File: src/rtl/pixel_writer.sv
// Pixel writer: queues in-range pixels into a small FIFO and drains them to a
// 1-bit framebuffer, with a full-screen clear-to-black sequencer.
module pixel_writer #(
   parameter int WIDTH  = 640,
   parameter int HEIGHT = 480,
   parameter int DEPTH  = 8
) (
   input  logic        clk,
   input  logic        reset,
   input  logic        in_valid,
   input  logic [10:0] in_x,
   input  logic [10:0] in_y,
   input  logic        in_color,
   output logic        in_ready,
   input  logic        clear_req,
   output logic        clear_busy,
   output logic        fb_we,
   output logic [18:0] fb_addr,
   output logic        fb_data,
   input  logic        fb_ack,
   output logic [15:0] drop_count
);

   localparam int          AW        = $clog2(DEPTH);
   localparam logic [AW:0] FULL      = (AW+1)'(DEPTH);
   localparam logic [18:0] LAST_ADDR = 19'(WIDTH * HEIGHT - 1);

   typedef enum logic {RUN, CLEAR} state_e;

   state_e          state_q, state_d;
   logic [19:0]     mem_q [DEPTH];
   logic [AW-1:0]   wr_ptr_q, wr_ptr_d;
   logic [AW-1:0]   rd_ptr_q, rd_ptr_d;
   logic [AW:0]     cnt_q, cnt_d;
   logic            pend_q, pend_d;
   logic [18:0]     caddr_q, caddr_d;
   logic [15:0]     drop_q, drop_d;

   logic            in_range, accept, push, pop, wr_done, fifo_nempty;
   logic [18:0]     pix_addr;

   assign in_range    = ({21'd0, in_x} < 32'(WIDTH)) && ({21'd0, in_y} < 32'(HEIGHT));
   assign pix_addr    = 19'(in_y) * 19'(WIDTH) + 19'(in_x);
   assign fifo_nempty = (cnt_q != '0);

   // Ready ignores a same-cycle pop so the accept path never depends on fb_ack.
   assign in_ready    = (state_q == RUN) && (cnt_q != FULL);
   assign accept      = in_valid && in_ready;
   assign push        = accept && in_range;

   assign fb_we       = (state_q == CLEAR) || fifo_nempty;
   assign fb_addr     = (state_q == CLEAR) ? caddr_q : mem_q[rd_ptr_q][19:1];
   assign fb_data     = (state_q == RUN) && mem_q[rd_ptr_q][0];
   assign wr_done     = fb_we && fb_ack;
   assign pop         = (state_q == RUN) && wr_done;

   assign clear_busy  = pend_q || (state_q == CLEAR);
   assign drop_count  = drop_q;

   always_comb begin
      state_d  = state_q;
      wr_ptr_d = wr_ptr_q;
      rd_ptr_d = rd_ptr_q;
      cnt_d    = cnt_q;
      pend_d   = pend_q;
      caddr_d  = caddr_q;
      drop_d   = drop_q;

      if (accept && !in_range && drop_q != 16'hFFFF)
         drop_d = drop_q + 16'd1;

      case (state_q)
         RUN: begin
            if (clear_req)
               pend_d = 1'b1;
            if (push)
               wr_ptr_d = wr_ptr_q + AW'(1);
            if (pop)
               rd_ptr_d = rd_ptr_q + AW'(1);
            cnt_d = cnt_q + (AW+1)'(push) - (AW+1)'(pop);
            // Only switch on an idle or just-completed bus so fb_* never glitch mid-write.
            if (pend_q && (!fb_we || wr_done)) begin
               state_d  = CLEAR;
               pend_d   = 1'b0;
               wr_ptr_d = '0;
               rd_ptr_d = '0;
               cnt_d    = '0;
               caddr_d  = '0;
            end
         end
         CLEAR: begin
            if (wr_done) begin
               if (caddr_q == LAST_ADDR) begin
                  state_d = RUN;
                  caddr_d = '0;
               end else begin
                  caddr_d = caddr_q + 19'd1;
               end
            end
         end
         default: state_d = RUN;
      endcase
   end

   always_ff @(posedge clk) begin
      if (reset) begin
         state_q  <= RUN;
         wr_ptr_q <= '0;
         rd_ptr_q <= '0;
         cnt_q    <= '0;
         pend_q   <= 1'b0;
         caddr_q  <= '0;
         drop_q   <= '0;
      end else begin
         state_q  <= state_d;
         wr_ptr_q <= wr_ptr_d;
         rd_ptr_q <= rd_ptr_d;
         cnt_q    <= cnt_d;
         pend_q   <= pend_d;
         caddr_q  <= caddr_d;
         drop_q   <= drop_d;
      end
   end

   // Payload storage needs no reset; occupancy alone defines validity.
   always_ff @(posedge clk) begin
      if (push)
         mem_q[wr_ptr_q] <= {pix_addr, in_color};
   end

endmodule

File: config.mk
export PLATFORM = sky130hd
export DESIGN_NAME = pixel_writer
export DESIGN_NICKNAME = d
export VERILOG_FILES = /design/src/rtl/pixel_writer.sv
export SDC_FILE = /design/constraint.sdc
export NUM_CORES = 1
export LEC_CHECK = 0
export BUFFER_PORTS_ARGS = -buffer_cell sky130_fd_sc_hd__buf_2
export CAP_MARGIN = 20
export CORE_UTILIZATION = 35
export DETAILED_ROUTE_END_ITERATION = 7
export GPL_ROUTABILITY_DRIVEN = 0
export PLACE_DENSITY = 0.47
export SYNTH_ARGS = -nofsm -noshare
export SYNTH_HDL_FRONTEND = slang
export SYNTH_SLANG_ARGS = --single-unit
File: constraint.sdc
create_clock -name clk -period 5.55 [get_ports clk]
set_input_delay 0.555 -clock clk [delete_from_list [all_inputs] [get_ports clk]]
set_output_delay 0.555 -clock clk [all_outputs]
set_load 0.01 [all_outputs]
==> run_results.csv <==
group,metric,value,unit
cts,cts_setup_buffers,0,
yosys,yosys.area.top_type,"edfxtp_1",
pwr,cellPowerDensity,403,nW/um2
cells_and_area,final_cell_mix,"160 x edfxtp_1, 66 x buf_2, 53 x nor2_1",
cts,clock_path_buffers,3,
worst_setup_path,worstPathCellList,"buf_4, mux4_2, mux2i_1, o21ai_0, buf_2",
floorplan,rows,59,
cells_and_area,stdcell_area,11000,um2
cells_and_area,final_common_cell,"edfxtp_1",
sta,worstMarginPinSlew,0.989,ns
worst_setup_path,critPathMaxStageDelay,0.94,ns
yosys,yosys.area.top_type_share,0.513,
cells_and_area,synthToLayoutAreaGrowth,17.8,%
yosys,async_flop_share,0,
floorplan,die_w,166,um
yosys,yosysUniqueCellTypes,54,
cts,hold_buffers,0,
worst_setup_path,crit_path_start_kind,"flop",
place,dp_hpwl,13400,um
yosys,synthFlopType,"edfxtp_1",
cts,path_clk_slew,0.06,ns
yosys,synth_edf_count,160,
sta,fin_tns_setup,0,ns
sta,rsz0062_at_grt,"false",
cells_and_area,n_antenna_cell,0,
global_routing,overflow,0,
yosys,ys_warn_count,0,
cts,clk_latency,0.52,ns
status,violations,"design-rule violations",
worst_setup_path,required,4.99,ns
place,place_inst,1035,
cells_and_area,multi_input_area,3410,um2
floorplan,core,26100,um2
cells_and_area,drive_above_1_share,0.235,
pwr,power,4.45,mW
floorplan,dieHeight,166,um
sta,hold_violations,0,
cells_and_area,layoutNonFillerInstCount,1079,
pwr,peakVddDrop,0.000242,V
floorplan,ios,67,
routing,drt-total-wl,21400,um
global_routing,grt_pass1_vias,5859,
place,placed_cell_area,10100,um2
cts,htree_levels,1,
sta,holdWs,0.301,ns
worst_setup_path,cp-end-kind,"output pin",
global_routing,grt_pass1_wl,33500,um
sta,setup_violations,0,
routing,drtPass1Iterations,7,
cts,clock_sinks,210,
worst_setup_path,cp_max_fo,23,
yosys,synth-seq-cells,210,
cts,cts_buffers,24,
sta,fmaxAchievable,0.276,GHz
routing,drt_iter0_drc,310,
worst_setup_path,worstSetupPathType,"reg2out",
yosys,yosys-top-cells-area,"edfxtp_1 51%, dfxtp_1 11%, mux4_2 9.6%, ha_1 4.1%, xor2_1 2.4%",
global_routing,antenna_found_initial,1,
cts,tritoncts,"done",
yosys,avgSynthCellArea,14.4,um2
hold_path,min_path_cells,1,
worst_setup_path,cp.depth,5,
yosys,seq_area_frac_synth,0.620,
sta,finalCriticalPeriod,3.63,ns
hold_path,min_path_type,"in2reg",
worst_setup_path,crit_family,"flip-flops",
worst_setup_path,r2r_cells,10,
flow_run,cap_violations,0,
sta,maxSlewViolCount,0,
routing,ant_nets,0,
routing,viasPerCell,5.21,
worst_setup_path,rrSetupSlack,2.41,ns
cells_and_area,fin_nets,788,
global_routing,grt_max_degree,53,
cts,cts_root_buf,"clkbuf_16",
sta,fin_skew,0.0200,ns
cells_and_area,ff_latch_area,5810,um2
worst_setup_path,crit_slowest_cell,"dfxtp_2",
sta,timing.slew.headroom,0.341,
worst_setup_path,path_buf_inv,2,
floorplan,start_util,0.358,
sta,period_share,0.654,
pwr,leakage,3.76,nW
worst_setup_path,arrival,3.07,ns
cells_and_area,n_fill_cell,2401,
place,numPortBuffers,66,
yosys,synth_cells,649,
routing,drc,10,
status,outcome,"finished, violations left",
floorplan,die-area,27400,um2
global_routing,grt_usage,0.159,
cts,cts_resized,0,
routing,vias,5621,
routing,post_drt_wl_per_cell,19.8,um
yosys,synth_fp_nets,711,
yosys,synthesis.area,9370,um2
layer usage:
metal | global-route usage | wire, um | up-vias
met5 | 0 | 0 | -
met2 | 0.279 | 10600 | 105
li1 | - | - | 2643
met3 | 0.0215 | 736 | 28
met1 | 0.202 | 9570 | 2845
met4 | 0.0508 | 509 | 0
state kept, by name (all words and copies together) (netlist names), named ones only:
register and count:
wr_ptr_q 3, drop_count 16, rd_ptr_q 3, state_q 1, pend_q 1, mem_q 160, cnt_q 4, caddr_q 19
worst register-to-register path: stages, from the launching register on:
cell	delay, ns
dfxtp_2	0.62
a211o_1	0.45
nor2b_1	0.27
clkinv_1	0.31
ha_1	0.37
inv_1	0.04
ha_1	0.20
fa_1	0.39
xor2_1	0.15
a22oi_1	0.17
nor2_1	0.06
cells by family (layout without fill, tap and decap cells):
family,Yosys count,in the layout,share of synthesized area
adders and majority gates,34,34,0.0478
buffers and inverters,45,140,0.0212
DFF,210,210,0.620
xor gates and xnor gates,47,47,0.0439
and+or+nand+nor,179,179,0.0994
muxes,61,61,0.119
AOI/OAI and AO/OA,73,73,0.0493
through the flow:
step                setup slack (ns)   util
floorplan                       1.48      -
global placement                2.17  0.387
detailed placement              2.00  0.387
CTS                             1.75  0.422
global route                    1.63  0.422
finish                          1.92  0.422
report_power, final:
group	internal [mW]	total (mW)	switching (mW)	leakage, nW
Sequential	1.78	1.87	0.0871	1.84
Combinational	0.348	0.777	0.429	1.48
Clock	1.17	1.80	0.633	0.440
Total	3.30	4.45	1.15	3.76
Yosys cell counts (3+ instances only):
library cell  count
nand4_1          14
fa_1              3
o21ai_0          27
and3_1           10
a21o_1            3
nand3_1          21
a21oi_1          18
buf_2             5
inv_1            19
a22oi_1           4
nand2_1          39
dfxtp_1          50
nor4_1            4
xor2_1           26
mux4_2           40
edfxtp_1        160
xnor2_1          21
clkbuf_1         16
nor3b_1           3
nor4b_1           3
nor3_1           12
or4_1             3
nor2_1           54
nand3b_1          3
a31oi_1           3
mux2i_1          21
ha_1             31
o21bai_1          5
final cells by class:
type | count | area share
clock buffer | 28 | 0.0558
clock inverter | 16 | 0.0270
inverter | 20 | 0.00681
multi-input combinational | 394 | 0.309
sequential | 210 | 0.527
tap | 335 | 0.0380
timing repair buffer | 76 | 0.0367
worst paths after layout:
kind          startpoint     endpoint
min reg2reg  rd_ptr_q[1]         flop
min              in_x[4]  mem_q[4][5]
max reg2reg      state_q     cnt_q[2]
max                 flop   fb_addr[9]
No activity file was read; power rests on OpenSTA's default activity.
